==> config.mk <==
export PLATFORM = sky130hd
export DESIGN_NAME = ps2_keyboard_rx
export DESIGN_NICKNAME = d
export VERILOG_FILES = /design/src/rtl/ps2_keyboard_rx_pkg.sv /design/src/rtl/ps2_keyboard_rx_input_filter.sv /design/src/rtl/ps2_keyboard_rx.sv
export SDC_FILE = /design/constraint.sdc
export NUM_CORES = 1
export LEC_CHECK = 0
export ABC_AREA = 1
export CORE_AREA = 2 2 90 92
export DETAILED_ROUTE_END_ITERATION = 6
export DIE_AREA = 0 0 92 94
export MAX_ROUTING_LAYER = met4
export PLACE_DENSITY_LB_ADDON = 0.2
export SETUP_SLACK_MARGIN = 0.2
export SYNTH_ARGS = -nofsm -noshare
export SYNTH_HDL_FRONTEND = slang
export SYNTH_HIERARCHICAL = 1
export SYNTH_SLANG_ARGS = --single-unit
export TNS_END_PERCENT = 20
==> constraint.sdc <==
create_clock -name clk -period 2.2 [get_ports clk]
set_input_delay 0.22 -clock clk [delete_from_list [all_inputs] [get_ports clk]]
set_output_delay 0.22 -clock clk [all_outputs]
set_load 0.01 [all_outputs]
==> src/rtl/ps2_keyboard_rx_pkg.sv <==
// Shared types and constants for the PS/2 keyboard receiver.
package ps2_keyboard_rx_pkg;

  localparam int unsigned PS2_FRAME_BITS = 11;
  localparam int unsigned PS2_DATA_BITS  = 8;

  typedef enum logic [1:0] {
    ST_IDLE   = 2'd0,
    ST_DATA   = 2'd1,
    ST_PARITY = 2'd2,
    ST_STOP   = 2'd3
  } ps2_state_e;

  // Odd parity over the data byte plus its parity bit.
  function automatic logic odd_parity_ok(input logic [PS2_DATA_BITS-1:0] data,
                                         input logic parity_bit);
    return ^{data, parity_bit};
  endfunction

endpackage

==> src/rtl/ps2_keyboard_rx_input_filter.sv <==
// Two-flop synchronizer followed by a run-length glitch filter for one PS/2 pin.
module ps2_keyboard_rx_input_filter #(
  parameter int unsigned FILTER_LEN = 4
) (
  input  logic clk,
  input  logic reset_n,
  input  logic pin,
  output logic level
);

  localparam int unsigned CW = (FILTER_LEN > 1) ? $clog2(FILTER_LEN) : 1;

  logic          sync1;
  logic          sync2;
  logic [CW-1:0] run_cnt;

  // Bring the asynchronous pin into the clk domain; idle bus level is 1.
  always_ff @(posedge clk) begin
    if (!reset_n) begin
      sync1 <= 1'b1;
      sync2 <= 1'b1;
    end else begin
      sync1 <= pin;
      sync2 <= sync1;
    end
  end

  // Change the filtered level only after FILTER_LEN consecutive differing samples.
  always_ff @(posedge clk) begin
    if (!reset_n) begin
      level   <= 1'b1;
      run_cnt <= '0;
    end else if (sync2 == level) begin
      run_cnt <= '0;
    end else if (run_cnt == CW'(FILTER_LEN - 1)) begin
      level   <= sync2;
      run_cnt <= '0;
    end else begin
      run_cnt <= run_cnt + CW'(1);
    end
  end

endmodule

==> src/rtl/ps2_keyboard_rx.sv <==
// PS/2 device-to-host frame receiver with a first-word-fall-through scancode FIFO.
module ps2_keyboard_rx
  import ps2_keyboard_rx_pkg::*;
#(
  parameter int unsigned FILTER_LEN     = 4,
  parameter int unsigned TIMEOUT_CYCLES = 50000,
  parameter int unsigned FIFO_DEPTH     = 4,
  parameter int unsigned CHECK_PARITY   = 1,
  parameter int unsigned CHECK_STOP     = 1
) (
  input  logic       clk,
  input  logic       reset_n,
  input  logic       ps2_clk,
  input  logic       ps2_dat,
  output logic [7:0] rd_data,
  output logic       rd_valid,
  input  logic       rd_ready,
  output logic       parity_err,
  output logic       frame_err,
  output logic       overflow,
  input  logic       overflow_clr,
  output logic       busy
);

  localparam int unsigned DW = PS2_DATA_BITS;
  localparam int unsigned AW = $clog2(FIFO_DEPTH);
  localparam int unsigned PW = AW + 1;
  localparam int unsigned TW = (TIMEOUT_CYCLES > 1) ? $clog2(TIMEOUT_CYCLES) : 1;

  // Conditioned pin levels and falling-edge detect on the PS/2 clock.
  logic clk_f;
  logic dat_f;
  logic clk_f_q;
  logic fall;

  ps2_keyboard_rx_input_filter #(.FILTER_LEN(FILTER_LEN)) u_clk_filter (
    .clk     (clk),
    .reset_n (reset_n),
    .pin     (ps2_clk),
    .level   (clk_f)
  );

  ps2_keyboard_rx_input_filter #(.FILTER_LEN(FILTER_LEN)) u_dat_filter (
    .clk     (clk),
    .reset_n (reset_n),
    .pin     (ps2_dat),
    .level   (dat_f)
  );

  // Previous filtered clock level for edge detection.
  always_ff @(posedge clk) begin
    if (!reset_n) clk_f_q <= 1'b1;
    else          clk_f_q <= clk_f;
  end

  assign fall = clk_f_q & ~clk_f;

  // Frame state and datapath.
  ps2_state_e    state;
  ps2_state_e    state_nxt;
  logic [2:0]    bit_cnt;
  logic [2:0]    bit_cnt_nxt;
  logic [DW-1:0] shreg;
  logic [DW-1:0] shreg_nxt;
  logic          parity_bit;
  logic          parity_bit_nxt;
  logic [TW-1:0] to_cnt;
  logic [TW-1:0] to_cnt_nxt;
  logic          par_ok;
  logic          push_c;
  logic          perr_nxt;
  logic          ferr_nxt;

  assign par_ok = odd_parity_ok(shreg, parity_bit);

  // State and datapath registers.
  always_ff @(posedge clk) begin
    if (!reset_n) begin
      state      <= ST_IDLE;
      bit_cnt    <= '0;
      shreg      <= '0;
      parity_bit <= 1'b0;
      to_cnt     <= '0;
      parity_err <= 1'b0;
      frame_err  <= 1'b0;
      busy       <= 1'b0;
    end else begin
      state      <= state_nxt;
      bit_cnt    <= bit_cnt_nxt;
      shreg      <= shreg_nxt;
      parity_bit <= parity_bit_nxt;
      to_cnt     <= to_cnt_nxt;
      parity_err <= perr_nxt;
      frame_err  <= ferr_nxt;
      busy       <= (state_nxt != ST_IDLE);
    end
  end

  // Next-state logic: advance on PS/2 falls; a mid-frame timeout overrides a fall.
  always_comb begin
    state_nxt      = state;
    bit_cnt_nxt    = bit_cnt;
    shreg_nxt      = shreg;
    parity_bit_nxt = parity_bit;
    to_cnt_nxt     = '0;
    push_c         = 1'b0;
    perr_nxt       = 1'b0;
    ferr_nxt       = 1'b0;

    if ((state != ST_IDLE) && (to_cnt == TW'(TIMEOUT_CYCLES - 1))) begin
      state_nxt = ST_IDLE;
      ferr_nxt  = 1'b1;
    end else begin
      if (state != ST_IDLE) begin
        to_cnt_nxt = fall ? '0 : (to_cnt + TW'(1));
      end
      if (fall) begin
        case (state)
          ST_IDLE: begin
            if (!dat_f) begin
              state_nxt   = ST_DATA;
              bit_cnt_nxt = '0;
            end else begin
              ferr_nxt = 1'b1;
            end
          end
          ST_DATA: begin
            shreg_nxt = {dat_f, shreg[DW-1:1]};
            if (bit_cnt == 3'd7) begin
              state_nxt = ST_PARITY;
            end else begin
              bit_cnt_nxt = bit_cnt + 3'd1;
            end
          end
          ST_PARITY: begin
            parity_bit_nxt = dat_f;
            state_nxt      = ST_STOP;
          end
          ST_STOP: begin
            state_nxt = ST_IDLE;
            perr_nxt  = !par_ok;
            ferr_nxt  = !dat_f;
            push_c    = !(((CHECK_PARITY != 0) && !par_ok) ||
                          ((CHECK_STOP != 0) && !dat_f));
          end
          default: state_nxt = ST_IDLE;
        endcase
      end
    end
  end

  // Scancode FIFO: extra pointer MSB distinguishes full from empty.
  logic [DW-1:0] mem [FIFO_DEPTH];
  logic [PW-1:0] wr_ptr;
  logic [PW-1:0] rd_ptr;
  logic          fifo_empty;
  logic          fifo_full;
  logic          pop_c;
  logic          wr_en;

  assign fifo_empty = (wr_ptr == rd_ptr);
  assign fifo_full  = (wr_ptr[AW] != rd_ptr[AW]) &&
                      (wr_ptr[AW-1:0] == rd_ptr[AW-1:0]);
  assign pop_c      = rd_valid && rd_ready;
  assign wr_en      = push_c && (!fifo_full || pop_c);
  assign rd_valid   = !fifo_empty;
  assign rd_data    = rd_valid ? mem[rd_ptr[AW-1:0]] : 8'h00;

  // FIFO pointers and sticky overflow flag; a new overflow beats a clear.
  always_ff @(posedge clk) begin
    if (!reset_n) begin
      wr_ptr   <= '0;
      rd_ptr   <= '0;
      overflow <= 1'b0;
    end else begin
      if (wr_en) wr_ptr <= wr_ptr + PW'(1);
      if (pop_c) rd_ptr <= rd_ptr + PW'(1);
      if (push_c && fifo_full && !pop_c) overflow <= 1'b1;
      else if (overflow_clr)             overflow <= 1'b0;
    end
  end

  // FIFO storage; contents need no reset since reads are gated by rd_valid.
  always_ff @(posedge clk) begin
    if (wr_en) mem[wr_ptr[AW-1:0]] <= shreg;
  end

endmodule

==> results by group <==
Synth
  • Count of different cell masters after synthesis: 28
  • Post-synthesis register bit count: 85
  • YS warnings: 6
  • Top cells by area, synth: dfxtp_1 (29%), edfxtp_1 (26%), nand2_1 (6.8%)
  • Share of the synthesized area in the top cell type: between 20 and 30%
  • Mapped Area: around 0.0037 mm2
  • Sequential share of the synthesized area: between 50% and 60%
  • Synth Net Count: 438
  • Mapped Cells: 422
  • Synth area leader: dfxtp_1
  • Mapped Avg Cell Area: 8.797 um2

Clock network
  • Num CTS Buffers: 9
  • Max H-tree Level: 3
  • Clk pin slew, worst setup/hold paths: around 80 ps
  • CTS tree: built
  • Clk_lat worst skew: between 300 and 400 ps
  • Root Buffer: clkbuf_8
  • CTS max path bufs: 2
  • Cts hold-fix bufs: 0
  • CTS Sinks: 85

Power and ir drop
  • Maximum VDD drop: 0.3668 mV
  • Leakage: between 1.5 and 2 nW
  • Pwr per Cell Area: 677.3 mW/mm2

Timing
  • # setup viols final: 0
  • Max Clock Skew: between 6 and 7 ps
  • Setup tns final: 0 ps
  • Final Max Slew Viols: 0
  • Slew @ Worst Pin: 403.3 ps
  • Final min period: 1910 ps
  • Fin. Hold Viols: 0
  • Period utilization: between 80% and 90%
  • Fmax achieved: 0.5235 GHz
  • RSZ-0062 raised after global routing: false
  • Rel. slew slack: 73.03%

Final layout
  • # nets final: 473
  • Reg area: just over 0.002 mm2
  • Multi-input logic area: 0.001465 mm2
  • Antenna diode count: 0
  • Post-route cell area: 0.004340 mm2
  • Fill cell count: 709
  • Share of layout cells above drive strength 1: around 15%
  • Area Overhead vs Synth: 16.92%

Die
  • Core ar.: ~0.0076 mm2
  • FP Rows: 32
  • Full die area: 0.008648 mm2
  • Die W: slightly above 90 um
  • IO Pins: 19
  • Chip Height: 94 um
  • Initial Util: 48.80%

Global route
  • Vias in the first global route: ~2700
  • Initial antenna violation count: 0
  • Global-route usage over all layers: ~18%
  • Pin count of the biggest net entering global routing: 17
  • Total grt overflow: 0
  • First-pass GRT wire length: 11640 um

Worst setup path
  • Crit-path max FO: 10
  • Data arrival, critical path: 1690 ps
  • Worst setup endpoint: rd_valid
  • Required @ worst endpoint: 1980 ps
  • Worst setup path start: rd_ptr[0]$_SDFFE_PN0N_
  • Worst-case reg-to-reg path depth: 8
  • RR Startpoint: shreg[0]$_SDFFE_PN0P_
  • Crit Path Category: reg2out
  • Crit path launch type: flip-flop
  • Crit. End Element: output pin
  • Reg2reg end: mem[3][2]$_DFFE_PP_
  • R2R setup slack: 340 ps

Place
  • Routability congestion estimate: 0.8818
  • IO Port Bufs: 18
  • DP HPWL: slightly below 5000 um
  • Post-DP Area: 0.004040 mm2

Detailed routing
  • Via Count: 2752
  • Drt first pass iters: 4
  • DRT iter0 DRCs: about 120
  • Routed WL per cell: 11.98 um
  • Routed Antenna Nets: 0
  • Total Wirelength: slightly below 7000 um
  • DRC viols: 0
  • Via density: 4.879

Min path
  • Hold Path Class: reg2reg

Run
  • Max-cap viol count: 0

Outcome
  • Status: finished clean
Yosys cell counts:
cell,instances
clkbuf_1,3
o32ai_1,8
xnor2_1,5
nor3_2,1
nor3_1,6
nand2_1,67
buf_2,2
clkinv_1,1
nand4_1,8
nor3b_1,1
inv_2,1
buf_6,1
nand3_1,17
nand2_2,3
o21ai_0,21
buf_4,2
dfxtp_1,53
or2_2,6
nor2_2,8
edfxtp_1,32
inv_1,56
a21oi_1,27
o211ai_1,1
nand3_2,5
xor2_1,11
o21a_1,1
nor2_1,65
ha_1,10
kinds of logic (layout without fill, tap and decap cells):
| kind of cell | Yosys count | count (layout) | share of synthesized area, % |
|---|---|---|---|
| flops | 85 | 85 | 54.47 |
| simple gates | 187 | 187 | 22.48 |
| xor+xnor | 16 | 16 | 3.775 |
| fa+ha+maj | 10 | 10 | 3.370 |
| compound gates | 58 | 58 | 8.763 |
| buf+inv | 66 | 106 | 7.145 |
worst max-delay path, stage by stage, from the launching register on:
cell	delay [ps]
dfxtp_2	350
xor2_1	170
nor2_2	180
nand2_4	130
clkdlybuf4s50_1	510
through the flow:
stage / power [mW] / setup slack, ps / util, % / hold slack, ps / cells
after global placement: 1.902 / 340.6 / 53.11 / 394.3 / 543
after floorplan: 1.811 / 283.3 / - / 326.6 / 422
after CTS: 2.968 / 114.4 / 56.07 / 417.9 / 562
after global routing: 3.071 / 200.4 / 57.06 / 425.2 / 564
after detailed placement: 1.907 / 285.6 / 53.11 / 404.4 / 543
final: 2.940 / 289.6 / 57.06 / 418.5 / 564
worst min-delay path by stage:
stage | startpoint | endpoint | slack, ps | cells after the start
after global routing | ps2_clk | u_clk_filter/sync1$_SDFF_PN1_ | 430 | 2
after global placement | u_dat_filter/sync1$_SDFF_PN1_ | u_dat_filter/sync2$_SDFF_PN1_ | 390 | 1
after floorplan | ps2_clk | u_clk_filter/sync1$_SDFF_PN1_ | 330 | 1
final | u_dat_filter/run_cnt[0]$_SDFF_PP0_ | u_dat_filter/run_cnt[0]$_SDFF_PP0_ | 420 | 1
after CTS | ps2_clk | u_clk_filter/sync1$_SDFF_PN1_ | 420 | 2
after detailed placement | u_dat_filter/sync1$_SDFF_PN1_ | u_dat_filter/sync2$_SDFF_PN1_ | 400 | 1
layout by cell type, fill, tap and decap left out, drive strengths merged, types with 8 or more instances in the layout:
master	Yosys	layout
buf	5	13
o32ai	8	8
nand3	22	22
nand2	70	70
nor2	73	73
inv	57	56
xor2	11	11
a21oi	27	27
clkbuf	3	12
o21ai	21	21
dfxtp	53	53
nand4	8	8
ha	10	10
edfxtp	32	32
clkdlybuf4s50	0	10
timing repair:
action                                  4_1_cts  5_1_grt
buffers inserted                              2        2
hold endpoints to repair                      0        0
gates resized for setup                       9       21
pin swaps                                     0        2
endpoints found under the setup margin        9       40
cloned                                        1        0
where the power goes:
group | internal [mW] | total [mW] | switching [mW]
Clock | 0.524 | 1.04 | 0.516
Sequential | 1.63 | 1.66 | 0.0222
Combinational | 0.120 | 0.244 | 0.123
Total | 2.28 | 2.94 | 0.662
registers in the layout, indices dropped and copies added, names as in the netlist, 2 cells and up, named ones only:
register	cells
wr_ptr	3
bit_cnt	3
u_dat_filter/run_cnt	2
shreg	8
rd_ptr	3
mem	32
to_cnt	16
u_clk_filter/run_cnt	2
state	2
cell type report:
| class | count | area share [%] |
|---|---|---|
| inverter | 58 | 5.102 |
| timing repair inverter | 1 | 0.1730 |
| clock inverter | 4 | 1.124 |
| clock buffer | 12 | 3.113 |
| tap | 102 | 2.940 |
| timing repair buffer | 31 | 6.861 |
| sequential | 85 | 46.93 |
| multi-input combinational | 271 | 33.76 |
per-layer routing:
layer	track usage (%)	vias up	wire length, um
met5	-	-	0
met4	8.706	0	152
met3	2.648	14	156
met2	29.78	39	3295
met1	20.40	1252	3150
li1	-	1447	-
No activity file was read; power rests on OpenSTA's default activity.
